`config.mk`:
```
export PLATFORM = sky130hd
export DESIGN_NAME = dcnt_wrap_monitor
export DESIGN_NICKNAME = d
export VERILOG_FILES = /design/src/rtl/dcnt_wrap_monitor.sv
export SDC_FILE = /design/constraint.sdc
export NUM_CORES = 1
export LEC_CHECK = 0
export ABC_AREA = 1
export BUFFER_PORTS_ARGS = -buffer_cell sky130_fd_sc_hd__buf_2
export CAP_MARGIN = 5
export CORE_ASPECT_RATIO = 2
export CORE_MARGIN = 8
export CORE_UTILIZATION = 24
export DETAILED_ROUTE_END_ITERATION = 7
export PLACE_DENSITY = 0.47
export SYNTH_ARGS = -nofsm -noshare
export SYNTH_HDL_FRONTEND = slang
export SYNTH_SLANG_ARGS = --single-unit
export TNS_END_PERCENT = 50
```
`constraint.sdc`:
```
create_clock -name clk -period 4.65 [get_ports clk]
set_clock_uncertainty 0.1 [all_clocks]
set_input_delay 1.395 -clock clk [delete_from_list [all_inputs] [get_ports clk]]
set_output_delay 1.395 -clock clk [all_outputs]
set_load 0.01 [all_outputs]
```
`src/rtl/dcnt_wrap_monitor.sv`:
```
// dcnt_wrap_monitor: checks a down-counter stream for unit steps, counts wraps, queues events in a FIFO.
// Optional zero-arrival events are enabled by defining DCNT_MON_ZERO_EVT_EN.
module dcnt_wrap_monitor #(
    parameter int WIDTH = 4,
    parameter int SEQ_W = 4,
    parameter int DEPTH = 4
) (
    input  logic             clk,
    input  logic             reset,
    input  logic [WIDTH-1:0] cnt_in,
    input  logic             evt_ready,
    output logic             evt_valid,
    output logic [SEQ_W+1:0] evt_data,
    output logic [SEQ_W-1:0] wrap_count,
    output logic             overflow,
    output logic             armed
);
    localparam int AW = $clog2(DEPTH);
    localparam int EW = SEQ_W + 2;

    logic             armed_q;
    logic [WIDTH-1:0] prev_q;
    logic [SEQ_W-1:0] wrap_q, wrap_d;
    logic             ovf_q;
    logic [AW-1:0]    wr_q, rd_q;
    logic [AW:0]      cnt_q;
    logic [EW-1:0]    mem_q [DEPTH];
    logic [WIDTH-1:0] exp_v;
    logic [EW-1:0]    evt_d;
    logic             is_wrap, is_err, is_zero, push, pop, full, do_push;

    always_comb begin
        exp_v   = prev_q - {{(WIDTH-1){1'b0}}, 1'b1};
        is_wrap = armed_q && (prev_q == '0) && (cnt_in == '1);
        is_err  = armed_q && (cnt_in != exp_v);
`ifdef DCNT_MON_ZERO_EVT_EN
        is_zero = armed_q && (cnt_in == '0) && (cnt_in == exp_v);
`else
        is_zero = 1'b0;
`endif
        wrap_d  = wrap_q + {{(SEQ_W-1){1'b0}}, is_wrap};
        evt_d   = is_wrap ? {2'b01, wrap_d} : is_err ? {2'b10, wrap_q} : {2'b11, wrap_q};
        push    = is_wrap || is_err || is_zero;
        pop     = (cnt_q != '0) && evt_ready;
        full    = cnt_q == (AW+1)'(DEPTH);
        // a full FIFO still accepts a push when the head leaves on the same edge
        do_push = push && (!full || pop);
    end

    always_ff @(posedge clk or posedge reset) begin
        if (reset) begin
            armed_q <= 1'b0;
            prev_q  <= '0;
            wrap_q  <= '0;
            ovf_q   <= 1'b0;
            wr_q    <= '0;
            rd_q    <= '0;
            cnt_q   <= '0;
        end else begin
            armed_q <= 1'b1;
            prev_q  <= cnt_in;
            wrap_q  <= wrap_d;
            ovf_q   <= ovf_q | (push && full && !pop);
            wr_q    <= wr_q + AW'(do_push);
            rd_q    <= rd_q + AW'(pop);
            cnt_q   <= cnt_q + (AW+1)'(do_push) - (AW+1)'(pop);
        end
    end

    always_ff @(posedge clk) begin
        if (do_push) mem_q[wr_q] <= evt_d;
    end

    assign evt_valid  = cnt_q != '0;
    assign evt_data   = evt_valid ? mem_q[rd_q] : '0;
    assign wrap_count = wrap_q;
    assign overflow   = ovf_q;
    assign armed      = armed_q;
endmodule

```
==> run metrics <==
status=finished clean; Max-slew headroom=53.6%; Final Slew Violations=0; port bufs=19; largest family of logic cells by synthesized area=simple AND/OR/NAND/NOR gates; final hold viol count=0; slew at the pin with the worst max-slew slack=696 ps; full die area=0.0111 mm²; WP data arrival=1550 ps; max-cap violations=0; postcts setup bufs=0; Sum Neg Setup Slack=0 ps; share of cells above drive strength 1=20.7%; Clock Latency Late Sink=280 ps; crit-path max cell delay=530 ps; multiplexer share of the synthesized area=0%; switching share of total power=34.0%; clock transition at the registers of the reported paths=60 ps; Synth Area in Adders=6.41%; die span in y=141 µm; die span in x=78.5 µm; via count=1214; area occupied by multi-input gates=621 µm²; Post-Syn Area=0.00187 mm²; shortest period the worst path allows=3050 ps; P&R area growth vs syn=18.0%; DPL Wire Length=3050 µm; GRT overflow=0; Period Utilization, post-route=65.5%; NumNets Final=228; initial DRC count=37; Max Freq=328 MHz; first-pass GRT wire length=6300 µm; Row Count=45; pin count of the biggest net entering global routing=18; Hold-fix buffers, CTS=0; Clk network pwr share=27.1%; GRT Util Overall=7.57%; PwrDens=548 mW/mm²; H-tree levels=2; register area share after synthesis=61.1%; Initial Util=24.7%; n_diodes=0; initial antenna violation count=0; Synth Area in XOR/XNOR=2.34%; RSZ-0062 raised after global routing=no; vias in the first global route=1290; Finish-stage setup viols=0; post-synthesis compound-gate area fraction=4.81%; Post-Syn Nets=205; maximum fanout along the worst path=8; DP Area=0.00207 mm²; num ports=20; Floorplan Core Area=0.00760 mm²; Worst Hold Class=reg2reg; syn avg cell area=9.92 µm²; commonest non-fill, non-tap cell in the layout=nand2_1; CTS Sinks=41; synth warn=0; Crit-path slowest cell=dfrtp_1; Static Leakage=1.02 nW; GPL Wtd Cong=0.735; CP startpoint kind=register; most frequent cells in the layout=nand2_1 (39), nor2_1 (32), edfxtp_1 (24); sequential cell area=0.00115 mm²; cell-internal power=0.000800 W; Initial DRT Pass Iterations=3; Pwr Total=0.00121 W; Synth cell types=22; Clock Root Buffer=clkbuf_16; post-DR vias/cell=3.95; Post-CTS Resized=0; fillers=823; Flop pwr share=43.3%; CP Capture Type=output port; DR WL/cell=12.3 µm; simple-gate share of the synthesized area=19.4%; Logic pwr share=29.5%; path type of the worst setup path=reg2out; CTS Buf Count=5; CTS tree=built; Max VDD drop=0.199 mV; Cells after Synth=189; DRT Wirelength=3770 µm; net switching power=0.000412 W; synth top area cells=edfxtp_1 (38%), dfrtp_1 (23%), nand2_1 (7.8%); area fraction of the dominant cell type after synthesis=38.5%; DRT antenna net count=0; Req. time, crit path=3150 ps; cell accounting for the most synthesized area=edfxtp_1; Yosys reg bits=41; clk buf depth=2; cell chain of the critical path=inv_1 -> nor2_1 -> o21ai_0 -> a21oi_1 -> buf_2; final routed DRC violation total=0; post-layout instance area=0.00221 mm²
==> path summary, 6_finish.rpt <==
| path | start | to | slack (ps) | depth (start not counted) |
|---|---|---|---|---|
| worst max-delay path | rd_q[1]$_DFF_PP0_ | evt_data[2] | 1600 | 5 |
| worst min-delay path | overflow$_DFF_PP0_ | overflow$_DFF_PP0_ | 360 | 2 |
| worst max register to register | prev_q[0]$_DFF_PP0_ | cnt_q[1]$_DFF_PP0_ | 2130 | 15 |
| worst min register to register | overflow$_DFF_PP0_ | overflow$_DFF_PP0_ | 360 | 2 |
| max in group asynchronous | reset | wrap_count[2]$_DFF_PP0_ | 2890 | 2 |
| min in group asynchronous | reset | cnt_q[1]$_DFF_PP0_ | 1110 | 2 |
==> final cells by class <==
type | count | share of cell area, %
clock inverters | 2 | 0.452
multi-input cells | 120 | 28.1
well taps | 94 | 5.32
flip-flops and latches | 41 | 51.8
clock buffers | 6 | 5.83
repair buffers | 19 | 4.30
inverters | 25 | 4.24
==> worst max-delay path: cells and delay by family, from the launching register on <==
family / cells / cell delay, ps
and+or+nand+nor: 1 / 150
DFF: 1 / 530
buffers and inverters: 2 / 360
AOI/OAI and AO/OA: 2 / 230
==> synthesized netlist by cell type, drive strengths merged <==
cell type	n
xnor2	2
o21ai	12
a21oi	6
edfxtp	24
nor2	37
ha	8
fa	1
conb	1
buf	2
nand4	1
xor2	3
dfrtp	17
clkbuf	1
nand2	42
nor3	2
inv	25
nand3	5
==> flip-flops by register name, indices dropped and copies added (netlist names) <==
signal / cells
rd_q: 2
overflow: 1
armed: 1
cnt_q: 3
wrap_count: 4
prev_q: 4
mem_q: 24
wr_q: 2
==> power by group through the flow <==
stage	Combinational (W)	Clock (W)	Sequential [W]
4_1_cts	0.000376	0.000343	0.000529
3_3_place_gp	0.000370	0	0.000536
5_1_grt	0.000418	0.000356	0.000540
2_1_floorplan	0.000276	0	0.000502
6_report	0.000358	0.000329	0.000526
3_5_place_dp	0.000374	0	0.000536
==> layer usage <==
metal / wire length [µm] / vias up / GRT usage [%]
met1: 1260 / 546 / 5.96
met2: 2270 / 18 / 15.1
met4: 133 / 0 / 5.90
met5: 0 / - / 0
met3: 99 / 6 / 1.40
li1: - / 644 / -
==> kinds of logic (layout without fill, tap and decap cells) <==
kind of cell	count (synthesis)	in the layout
flops	41	41
compound gates	18	18
buf+inv	28	52
fa+ha+maj	9	9
other cells	1	1
simple gates	87	87
xor+xnor	5	5
==> stage by stage <==
step	setup WS, ps	hold slack [ps]	utilization (%)	std cells
2_1_floorplan	1520	380	-	189
3_3_place_gp	1320	341	27.3	299
3_5_place_dp	1310	349	27.3	299
6_report	1600	357	29.1	307
4_1_cts	1550	365	29.1	307
5_1_grt	1440	393	29.1	307
No activity file was read; power rests on OpenSTA's default activity.
